==> src/rtl/eth_rx.sv <==
// rtl/eth_rx.sv - RMII receive deframer: preamble lock, address filter, FCS strip, CRC-32 check
// Two-stage datapath: dibits assemble into byte_q, completed bytes are consumed one cycle later.
module eth_rx #(
  parameter logic [47:0] pMac_Addr     = 48'h000000000000,
  parameter int unsigned pMin_Preamble = 8,
  parameter int unsigned pMin_Bytes    = 64,
  parameter int unsigned pMax_Bytes    = 1518
) (
  input  logic        Clk,
  input  logic        Rst_n,
  input  logic [1:0]  Rxd,
  input  logic        Crs_Dv,
  output logic [7:0]  Eth_Byte,
  output logic        Eth_Byte_Valid,
  output logic [47:0] Rx_Src_Addr,
  output logic [15:0] Rx_Len_Type,
  output logic        Eth_Pkt_Done,
  output logic        Eth_Pkt_Err
);

  typedef enum logic [2:0] {
    IDLE, PREAMBLE, DEST, SRC, LEN_TYPE, DATA, DROP, EOF
  } state_t;

  state_t           state_q;
  logic [1:0]       rxd_q;
  logic             crs_q;
  logic [7:0]       pre_cnt_q;
  logic [1:0]       dibit_q;
  logic [7:0]       byte_q;
  logic             byte_rdy_q;
  logic [10:0]      byte_cnt_q;
  logic [31:0]      crc_q;
  logic [39:0]      addr_sh_q;
  logic [3:0][7:0]  dly_q;
  logic [2:0]       fill_q;
  logic [7:0]       eth_byte_q;
  logic             eth_byte_vld_q;
  logic [47:0]      src_addr_q;
  logic [15:0]      len_type_q;
  logic             done_q;
  logic             err_q;

  function automatic logic [31:0] crc_byte(input logic [31:0] c, input logic [7:0] d);
    logic [31:0] r;
    r = c ^ {24'd0, d};
    for (int i = 0; i < 8; i++) begin
      r = r[0] ? ((r >> 1) ^ 32'hEDB88320) : (r >> 1);
    end
    return r;
  endfunction

  logic        rx_state;
  logic        byte_proc;
  logic [47:0] dest_full;
  logic        addr_ok;
  logic        ovf;
  logic        accepted;
  logic        eof;
  logic [10:0] cnt_next;

  assign rx_state  = (state_q == DEST) || (state_q == SRC) ||
                     (state_q == LEN_TYPE) || (state_q == DATA);
  assign byte_proc = byte_rdy_q && rx_state;
  assign dest_full = {addr_sh_q, byte_q};
  assign addr_ok   = (dest_full == pMac_Addr) || (dest_full == 48'hFFFF_FFFF_FFFF);
  assign ovf       = byte_proc && (state_q == DATA) && (byte_cnt_q == 11'(pMax_Bytes));
  assign cnt_next  = (&byte_cnt_q) ? byte_cnt_q : byte_cnt_q + 11'd1;
  // A frame whose 6th destination byte matches on the same edge carrier drops still counts as accepted.
  assign accepted  = (state_q == SRC) || (state_q == LEN_TYPE) || (state_q == DATA) ||
                     ((state_q == DEST) && byte_proc && (byte_cnt_q == 11'd5) && addr_ok);
  assign eof       = !crs_q && rx_state;

  always_ff @(posedge Clk or negedge Rst_n) begin
    if (!Rst_n) begin
      state_q        <= IDLE;
      rxd_q          <= 2'b00;
      crs_q          <= 1'b0;
      pre_cnt_q      <= 8'd0;
      dibit_q        <= 2'd0;
      byte_q         <= 8'd0;
      byte_rdy_q     <= 1'b0;
      byte_cnt_q     <= 11'd0;
      crc_q          <= 32'hFFFF_FFFF;
      addr_sh_q      <= 40'd0;
      dly_q          <= '0;
      fill_q         <= 3'd0;
      eth_byte_q     <= 8'd0;
      eth_byte_vld_q <= 1'b0;
      src_addr_q     <= 48'd0;
      len_type_q     <= 16'd0;
      done_q         <= 1'b0;
      err_q          <= 1'b0;
    end else begin
      rxd_q          <= Rxd;
      crs_q          <= Crs_Dv;
      eth_byte_vld_q <= 1'b0;
      done_q         <= 1'b0;
      err_q          <= 1'b0;
      byte_rdy_q     <= 1'b0;

      if (rx_state && crs_q) begin
        byte_q     <= {rxd_q, byte_q[7:2]};
        dibit_q    <= dibit_q + 2'd1;
        byte_rdy_q <= (dibit_q == 2'd3);
      end

      if (byte_proc) begin
        crc_q      <= crc_byte(crc_q, byte_q);
        byte_cnt_q <= cnt_next;
        addr_sh_q  <= {addr_sh_q[31:0], byte_q};
      end

      case (state_q)
        IDLE: begin
          if (crs_q) begin
            if (rxd_q == 2'b01) begin
              state_q   <= PREAMBLE;
              pre_cnt_q <= 8'd1;
            end else begin
              state_q <= DROP;
            end
          end
        end
        PREAMBLE: begin
          if (!crs_q) begin
            state_q <= IDLE;
          end else begin
            case (rxd_q)
              2'b01: if (pre_cnt_q != 8'hFF) pre_cnt_q <= pre_cnt_q + 8'd1;
              2'b11: begin
                if (pre_cnt_q >= 8'(pMin_Preamble)) begin
                  state_q    <= DEST;
                  crc_q      <= 32'hFFFF_FFFF;
                  dibit_q    <= 2'd0;
                  byte_cnt_q <= 11'd0;
                  fill_q     <= 3'd0;
                end else begin
                  state_q <= DROP;
                end
              end
              default: state_q <= DROP;
            endcase
          end
        end
        DEST: begin
          if (byte_proc && (byte_cnt_q == 11'd5)) state_q <= addr_ok ? SRC : DROP;
        end
        SRC: begin
          if (byte_proc && (byte_cnt_q == 11'd11)) begin
            src_addr_q <= {addr_sh_q, byte_q};
            state_q    <= LEN_TYPE;
          end
        end
        LEN_TYPE: begin
          if (byte_proc && (byte_cnt_q == 11'd13)) begin
            len_type_q <= {addr_sh_q[7:0], byte_q};
            state_q    <= DATA;
          end
        end
        DATA: begin
          if (ovf) begin
            done_q  <= 1'b1;
            err_q   <= 1'b1;
            fill_q  <= 3'd0;
            state_q <= DROP;
          end else if (byte_proc) begin
            // Four bytes of lag means the trailing FCS is still in the line when carrier drops.
            dly_q <= {dly_q[2:0], byte_q};
            if (fill_q == 3'd4) begin
              eth_byte_q     <= dly_q[3];
              eth_byte_vld_q <= 1'b1;
            end else begin
              fill_q <= fill_q + 3'd1;
            end
          end
        end
        DROP: begin
          if (!crs_q) state_q <= IDLE;
        end
        EOF: begin
          done_q  <= 1'b1;
          err_q   <= (dibit_q != 2'd0) || (byte_cnt_q < 11'(pMin_Bytes)) ||
                     (crc_q != 32'hDEBB20E3) || (byte_cnt_q < 11'd15);
          fill_q  <= 3'd0;
          state_q <= IDLE;
        end
        default: state_q <= IDLE;
      endcase

      if (eof && !ovf) state_q <= accepted ? EOF : IDLE;
    end
  end

  assign Eth_Byte       = eth_byte_q;
  assign Eth_Byte_Valid = eth_byte_vld_q;
  assign Rx_Src_Addr    = src_addr_q;
  assign Rx_Len_Type    = len_type_q;
  assign Eth_Pkt_Done   = done_q;
  assign Eth_Pkt_Err    = err_q;

endmodule

==> config.mk <==
export PLATFORM = sky130hd
export DESIGN_NAME = eth_rx
export DESIGN_NICKNAME = d
export VERILOG_FILES = /design/src/rtl/eth_rx.sv
export SDC_FILE = /design/constraint.sdc
export NUM_CORES = 1
export LEC_CHECK = 0
export CAP_MARGIN = 15
export CORE_MARGIN = 2
export CORE_UTILIZATION = 55
export CTS_BUF_LIST = sky130_fd_sc_hd__clkbuf_4
export DETAILED_ROUTE_END_ITERATION = 10
export DONT_BUFFER_PORTS = 1
export GPL_TIMING_DRIVEN = 0
export PLACE_DENSITY = 0.67
export RECOVER_POWER = 50
export SKIP_CTS_REPAIR_TIMING = 1
export SLEW_MARGIN = 30
export SYNTH_ARGS = -nofsm -noshare
export SYNTH_HDL_FRONTEND = slang
export SYNTH_SLANG_ARGS = --single-unit
==> constraint.sdc <==
create_clock -name Clk -period 5.3 [get_ports Clk]
set_input_delay 1.59 -clock Clk [delete_from_list [all_inputs] [get_ports Clk]]
set_output_delay 1.59 -clock Clk [all_outputs]
set_load 0.05 [all_outputs]
* Word-level counts from Yosys, hierarchy flattened
Cells that the tools add are included.
** Storage, ports and cells
- Word-level logic and storage cells :: 168
- Output and inout port bits :: 75
- Bits in registers :: 218
- Input port bits :: 5
** Operators by class
- Bitwise logic cells :: 10
- Eq/ne operators :: 34
- Add/subtract/negate cells :: 4
- Muxes and demuxes :: 59
- Order comparisons :: 3
- Reduce and logical (&&, ||, !) cells :: 37
** Operators with widths (count)
- $mux 32 :: 13
- $not 13->14 :: 8
- $mux 11 :: 6
- $mux 3 :: 18
- $eq 48x48->1 const B :: 1
- $logic_not 48->1 :: 1
- $mux 8 :: 5
- $ne 32x32->1 const B :: 1
- $xor 32x8->32 :: 1
- $pmux 3 s8 :: 1
- $eq 11x4->1 const B :: 2
- $pmux 8 s2 :: 1
- $eq 3x3->1 const B :: 5
- $ne 2x2->1 const B :: 7
- $logic_and 1x1->1 :: 12
- $ne 3x3->1 const B :: 4
- $reduce_and 6->1 :: 2
- $add 11x1->11 const B :: 1
- $eq 11x11->1 const B :: 1
- $eq 11x3->1 const B :: 1
- $lt 11x4->1 const B :: 1
- $lt 11x7->1 const B :: 1
- $reduce_and 11->1 :: 1
- $logic_or 1x1->1 :: 10
- other kinds (26) :: 43

* Logic depth before layout (Yosys ltp)
Gate-level depths: netlist of run 1.
- Word-level depth :: 22
- Depth in mapped cells :: 8

* Worst setup path before layout of run 1
No wires, ideal clock.
- Path type :: register to output
- From :: register eth_byte_q[0], in the netlist Eth_Byte[0]
- To :: output Eth_Byte[0]
- Path slack :: 3.112 ns
- Data required time :: 3.710 ns
- Arrival :: 0.598 ns
- Stages on the path, launching flop included :: 1
- Buffers on the path :: 0
- Cells stage by stage :: dfrtp_1
** RTL lines
- from (decl) :: RTL line 37 : logic [7:0] eth_byte_q;
- from (signal assigned) :: RTL line 171 : eth_byte_q <= dly_q[3];
- to (decl) :: RTL line 13 : output logic [7:0] Eth_Byte,
No word-level cell between the ends.

* Worst setup path in the final report of run 1
- From :: register state_q[2]
- To :: register src_addr_q[45], in the netlist Rx_Src_Addr[45]
** Between the ends
- Longest elaborated chain between the ends :: 7
- Elaborated cells on any way between the ends :: 10
** Ends and longest elaborated chain
- from (decl) :: RTL line 25 : state_t state_q;
- from (signal assigned) :: RTL line 147 : if (byte_proc && (byte_cnt_q == 11'd5)) state_q <= addr_ok ? SRC : DROP;
- from (signal assigned) :: RTL line 191 : if (eof && !ovf) state_q <= accepted ? EOF : IDLE;
- $eq 3x2->1, on equally long branches :: RTL line 62, 114
- $logic_or 1x1->1 (2 in series) :: RTL line 62 : assign rx_state = (state_q == DEST) || (state_q == SRC) ||
- $logic_or 1x1->1 :: RTL line 63 : (state_q == LEN_TYPE) || (state_q == DATA);
- $logic_and 1x1->1 :: RTL line 64 : assign byte_proc = byte_rdy_q && rx_state;
- $logic_and 1x1->1 :: RTL line 150 : if (byte_proc && (byte_cnt_q == 11'd11)) begin
- $reduce_and 2->1 (no source line) *
- to (signal assigned) :: RTL line 151 : src_addr_q <= {addr_sh_q, byte_q};
- to (decl) :: RTL line 39 : logic [47:0] src_addr_q;
Every way passes the cells marked *; elsewhere a longest branch is shown, timed or not.
A chain may end at the register's enable or synchronous reset.

==> results of run 1 <==
## how the worst min path moves through the flow
| stage | slack [ns] | startpoint | endpoint |
|---|---|---|---|
| floorplan | 0.46 | pre_cnt_q[2] | pre_cnt_q[2] |
| global placement | 0.48 | dly_q[6] | dly_q[14] |
| detailed placement | 0.49 | dly_q[31] | Eth_Byte[7] |
| CTS | 0.47 | dly_q[8] | dly_q[16] |
| global route | 0.50 | dly_q[8] | dly_q[16] |
| finish | 0.47 | dly_q[8] | dly_q[16] |
## report_power, final
part	internal, mW	switching, mW	leakage, nW
Combinational	1.25	1.48	1.82
Clock	0.737	0.668	0.414
Sequential	2.03	0.342	2.87
Total	4.02	2.49	5.10
## final cells by class
| cell class | count | share of cell area |
|---|---|---|
| plain buffers | 40 | 0.0149 |
| multi-input cells | 515 | 0.384 |
| diodes | 1 | 0.000231 |
| well taps | 225 | 0.0260 |
| flip-flops and latches | 218 | 0.508 |
| inverters | 11 | 0.00382 |
| clock buffers | 87 | 0.0604 |
| clock inverters | 6 | 0.00289 |
## sequential cells by signal, indices dropped and copies added (netlist names)
name / count
dibit_q: 2
Rx_Src_Addr: 48
Eth_Pkt_Done: 1
Eth_Pkt_Err: 1
crs_q: 1
crc_q: 32
pre_cnt_q: 8
Rx_Len_Type: 16
state_q: 3
byte_rdy_q: 1
Eth_Byte: 8
byte_q: 8
dly_q: 32
fill_q: 3
Eth_Byte_Valid: 1
rxd_q: 2
addr_sh_q: 40
byte_cnt_q: 11
## logic make-up after synthesis
kind of cell,Yosys count,synth area share
AO/OA/AOI/OAI,93,0.0627
buffers and inverters,51,0.0209
adder cells (fa/ha/maj),9,0.0114
multiplexers,154,0.176
AND/OR/NAND/NOR,181,0.0936
XOR/XNOR,78,0.0788
flip-flops,218,0.557
## routing by layer
layer / global-route usage / part of all wire
met2: 0.377 / 0.47
met3: 0.0563 / 0.059
met4: 0.0743 / 0.018
met1: 0.321 / 0.45
met5: 0 / 0
## placed cells by master (no fill, tap or decap), drive strengths merged, types with 8 or more instances in the layout
master | synthesis | routed
o21ai | 28 | 28
a21oi | 12 | 12
nand4 | 22 | 22
ha | 9 | 9
inv | 11 | 13
and3 | 8 | 8
nand2 | 62 | 62
dfrtp | 186 | 186
nor3 | 8 | 8
nor4 | 18 | 18
xor2 | 28 | 28
mux2 | 152 | 152
nor2 | 29 | 29
nand3 | 12 | 12
xnor2 | 50 | 50
clkbuf | 23 | 114
o211ai | 29 | 29
buf | 17 | 13
dfstp | 32 | 32
## per-stage QoR
step	hold WS, ns	instance area, um2	worst slack (ns)
after global routing	0.501	10800	1.77
after global placement	0.481	10100	2.56
after CTS	0.474	10800	2.29
after detailed placement	0.488	10100	2.53
after floorplan	0.456	9860	3.11
final	0.468	10800	2.03
==> metrics.md, run 1 <==
| Metric | Value |
|---|---|
| Gpl congestion | `0.915` |
| Top cell family by delay on the critical path | `simple AND/OR/NAND/NOR gates` |
| R2R Path Start | `state_q[2]` |
| Top cells by area, synth | `dfrtp_1, mux2_2, dfstp_2` |
| DP Cell Count | `1009` |
| Reg-to-reg endpoint | `Rx_Src_Addr[45]` |
| P per Cell Area | `602 mW/mm2` |
| Filler cells | `1433` |
| Cell Chain, Critical Path | `clkbuf_1, xor2_1, nand2_1, nor3_1, nand4_1, buf_2, buf_2, mux2_1` |
| Worst Hold Path Cells | `1` |
| Hold Fails Final Rpt | `0` |
| Slew HR | `0.525` |
| First-pass GRT wire length | `34.9 mm` |
| DRT antenna net count | `0` |
| Synthesis-stage register bit count | `218` |
| Core Box Area | `0.0174 mm2` |
| EDFF count, synth | `0` |
| Largest net degree at the start of global routing | `219` |
| GR Util All Layers | `0.236` |
| Leak | `5.10 nW` |
| Async S/R FF share, synth | `1.00` |
| Layout Utilization | `0.621` |
| I/O Pins | `80` |
| Wirelength per Cell | `19.4 um` |
| Share of the synthesized area in the top cell type | `0.472` |
| Reg-to-reg slack, setup | `2.03 ns` |
| Worst-Skew Late Latency | `0.69 ns` |
| Outcome | `completed` |
| # clock sinks | `218` |
| Area grow syn2layout | `9.68%` |
| Root Buffer | `clkbuf_4` |
| Worst Setup End Kind | `flop` |
| CP startpoint | `state_q[2]` |
| Tmin final | `3.27 ns` |
| Multi-input gate area | `0.00415 mm2` |
| Finished Layout Cells | `1103` |
| Die Area | `0.0190 mm2` |
| Cell taking the most area after synthesis | `dfrtp_1` |
| Max Fanout on Critical Path | `10` |
| RSZ-0062 raised after global routing | `no` |
| Clock skew | `0.0557 ns` |
| Critical Path Most Common Cell | `buf_2` |
| Worst path depth | `8` |
| Share of cells above drive strength 1 | `0.309` |
| Worst Reg2Reg Path Length in Cells | `8` |
| Slew Viols, Final | `0` |
| Netlist cell types | `52` |
| Tcrit/Tclk final | `0.617` |
| TritonRoute pass-1 iters | `6` |
| CP peak stage delay | `0.45 ns` |
| Top FF cell, synth | `dfrtp_1` |
| Port buffer count | `0` |
| Peak supply drop | `0.463 mV` |
| Sequential area share after synthesis | `0.557` |
| Synth cell count leaders | `dfrtp_1, mux2_2, nand2_1` |
| Gr ovfl total | `0` |
| MaxCap Viol Count | `0` |
| DRT iter0 DRCs | `473` |
| Bufs and invs on worst path | `3` |
| CTS Buf Count | `56` |
| Setup_tns | `0 ns` |
| Setup crit end | `Rx_Src_Addr[45]` |
| Setup crit start kind | `flop` |
| Row cnt | `48` |
| Die height | `138 um` |
| Initial antenna violation count | `1` |
| WL final | `21.4 mm` |
| Initial Util | `0.566` |
| Worst min-delay path category | `flop to flop` |
| Mapped Cells | `784` |
| Area of the mapped netlist | `0.00986 mm2` |
| Synthesized Nets | `798` |
| CTS max path bufs | `3` |
| Kind of critical path | `flop to flop` |
| Syn. warnings | `0` |
| WP data arrival | `3.79 ns` |
| Clk slew on worst S/H paths | `0.06 ns` |
| Setup violators final | `0` |
| Syn_area_per_cell | `12.6 um2` |
| Via count | `6460` |
| Count leader, synth | `dfrtp_1` |
| FMAX | `0.306 GHz` |
| Final Power | `6.51 mW` |
| # nets final | `856` |
| CTS tree | `done` |
| Vias in the first global route | `6543` |
| Detailed-route vias per instance | `5.86` |
| Worst-Margin Slew | `0.713 ns` |
| Residual DRC | `0` |
| CP required | `5.82 ns` |
| Slowest CP cell | `xor2_1` |
| FF+latch area | `0.00550 mm2` |
| DP HPWL | `14.3 mm` |
| Die Wd | `138 um` |
| H-tree lvl count | `2` |
(Power assumes the default switching activity.)
==> run 2, diff against run 1 <==
--- a/config.mk
+++ b/config.mk
@@ -12,7 +12,7 @@
 export DETAILED_ROUTE_END_ITERATION = 10
 export DONT_BUFFER_PORTS = 1
 export GPL_TIMING_DRIVEN = 0
-export PLACE_DENSITY = 0.67
+export PLACE_DENSITY = 0.7
 export RECOVER_POWER = 50
 export SKIP_CTS_REPAIR_TIMING = 1
 export SLEW_MARGIN = 30
==> constraint.sdc (replaced) <==
create_clock -name Clk -period 2.84 [get_ports Clk]
set_input_delay 0.852 -clock Clk [delete_from_list [all_inputs] [get_ports Clk]]
set_output_delay 0.852 -clock Clk [all_outputs]
set_load 0.05 [all_outputs]
==> run 2 against run 1 <==
Against the previous run: the run now ends with hold timing left; core utilization is 0.34 points higher; clock power grew 86%; largest cell class unchanged; sequential cell count did not move; clock skew is 0.034 ns lower; highest routed layer unchanged; largest power group unchanged.
==> metrics.md, run 2 (synthesized netlist as in run 1, its figures left out) <==
| Metric | Value |
|---|---|
| Bufs and invs on worst path | `1` |
| Leak | `5.11 nW` |
| H-tree lvl count | `2` |
| Initial antenna violation count | `1` |
| WHS | `-0.0997 ns` |
| Kind of critical path | `flop to flop` |
| CTS tree | `done` |
| Largest net degree at the start of global routing | `219` |
| DRT iter0 DRCs | `407` |
| Core Box Area | `0.0174 mm2` |
| Worst-Margin Slew | `0.624 ns` |
| DRT antenna net count | `0` |
| Setup_tns | `0 ns` |
| Flop pwr share | `0.365` |
| Wirelength per Cell | `18.9 um` |
| First-pass GRT wire length | `34.7 mm` |
| GR Util All Layers | `0.235` |
| Slew Viols, Final | `0` |
| WP data arrival | `3.19 ns` |
| Wire length on met2 | `10.1 mm` |
| Slowest CP cell | `nor3_1` |
| FMAX | `0.376 GHz` |
| # nets final | `856` |
| Net Sw Power | `4.65 mW` |
| Multi-input gate area | `0.00418 mm2` |
| Failing checks | `hold timing` |
| Gpl congestion | `0.896` |
| Vias in the first global route | `6630` |
| Worst-Skew Late Latency | `0.66 ns` |
| CP peak stage delay | `0.48 ns` |
| Die Area | `0.0190 mm2` |
| Top routing layer in use | `met4` |
| Setup violators final | `0` |
| Worst min-delay path category | `input port to asynchronous set/reset pin` |
| Max Fanout on Critical Path | `9` |
| Logic pwr share | `0.420` |
| CTS Buf Count | `56` |
| Clock skew | `0.0217 ns` |
| Port buffer count | `0` |
| WL met3 | `1.43 mm` |
| I/O Pins | `80` |
| Die Wd | `138 um` |
| RSZ-0062 raised after global routing | `no` |
| Max reg flops | `48` |
| Slew HR | `0.584` |
| CP startpoint | `byte_cnt_q[0]` |
| Tcrit/Tclk final | `0.936` |
| Top cell family by delay on the critical path | `simple AND/OR/NAND/NOR gates` |
| DRT met1 WL | `8.98 mm` |
| Tmin final | `2.66 ns` |
| R2R Path Start | `byte_cnt_q[0]` |
| P per Cell Area | `1120 mW/mm2` |
| DP HPWL | `14.2 mm` |
| Clk slew on worst S/H paths | `0.07 ns` |
| CTS max path bufs | `3` |
| Most frequent cells in the layout | `dfrtp_1, mux2_2, clkbuf_4` |
| Via count | `6486` |
| Die height | `138 um` |
| Most common cell after layout, fill and taps aside | `dfrtp_1` |
| Share of cells above drive strength 1 | `0.312` |
| Internal power | `7.53 mW` |
| Initial Util | `0.566` |
| Hold Fails Final Rpt | `186` |
| Root Buffer | `clkbuf_4` |
| Clk pwr share | `0.215` |
| Cell Chain, Critical Path | `inv_1, ha_1, nand4b_1, nor3_1, nor3_1, nand3_1, nor2_4, mux2_2` |
| Setup crit start kind | `flop` |
| Detailed-route vias per instance | `5.84` |
| FF+latch area | `0.00550 mm2` |
| Gr ovfl total | `0` |
| WL final | `21.0 mm` |
| Residual DRC | `0` |
| TritonRoute pass-1 iters | `5` |
| Peak supply drop | `0.715 mV` |
| MaxCap Viol Count | `0` |
| Sw frac | `0.382` |
| Critical Path Most Common Cell | `nor3_1` |
| # clock sinks | `218` |
| Row cnt | `48` |
| Filler cells | `1380` |
| DP Area | `0.0101 mm2` |
| Area grow syn2layout | `10.3%` |
| CP required | `3.37 ns` |
| Final Cell Area | `0.0109 mm2` |
| Worst Setup End Kind | `flop` |
| Outcome | `complete, but fails checks` |
-- run 2: power groups by stage --
stage	clock (mW)	combinational, mW	sequential, mW
after floorplan	0	4.20	4.26
after global placement	0	5.00	4.45
after detailed placement	0	5.05	4.48
after CTS	2.69	5.09	4.43
after global routing	2.85	5.60	4.54
final	2.62	5.12	4.44
-- run 2: per-stage QoR --
| step | setup slack, ns | instances | util | power (mW) |
|---|---|---|---|---|
| finish | 0.182 | 1110 | 0.625 | 12.2 |
| global route | 0.0163 | 1110 | 0.625 | 13.0 |
| CTS | 0.0422 | 1109 | 0.623 | 12.2 |
| detailed placement | 0.0545 | 1009 | 0.583 | 9.53 |
| global placement | 0.119 | 1009 | 0.583 | 9.45 |
| floorplan | 0.667 | 784 | - | 8.46 |
-- run 2: worst paths after layout --
check | to | slack, ns | cells after the start
worst max register to register | Eth_Byte[5] | 0.18 | 8
max in group asynchronous | crc_q[3] | 2.62 | 0
min in group Clk | rxd_q[1] | 0.22 | 0
worst max-delay path | Eth_Byte[5] | 0.18 | 8
worst min register to register | dly_q[13] | 0.50 | 1
worst min-delay path | Rx_Len_Type[5] | -0.1 | 0
-- run 2: metal layers --
metal	vias up	track usage
li1	2980	-
met1	3257	0.303
met2	204	0.385
met3	45	0.0596
met4	0	0.0896
met5	-	0
-- run 2: area by class of cell --
type                       count  share of cell area
antenna                        1            0.000230
buffer                        40              0.0152
clock buffer                  86              0.0594
clock inverter                14             0.00575
inverter                      11             0.00380
multi-input combinational    515               0.385
sequential                   218               0.505
tap                          225              0.0259
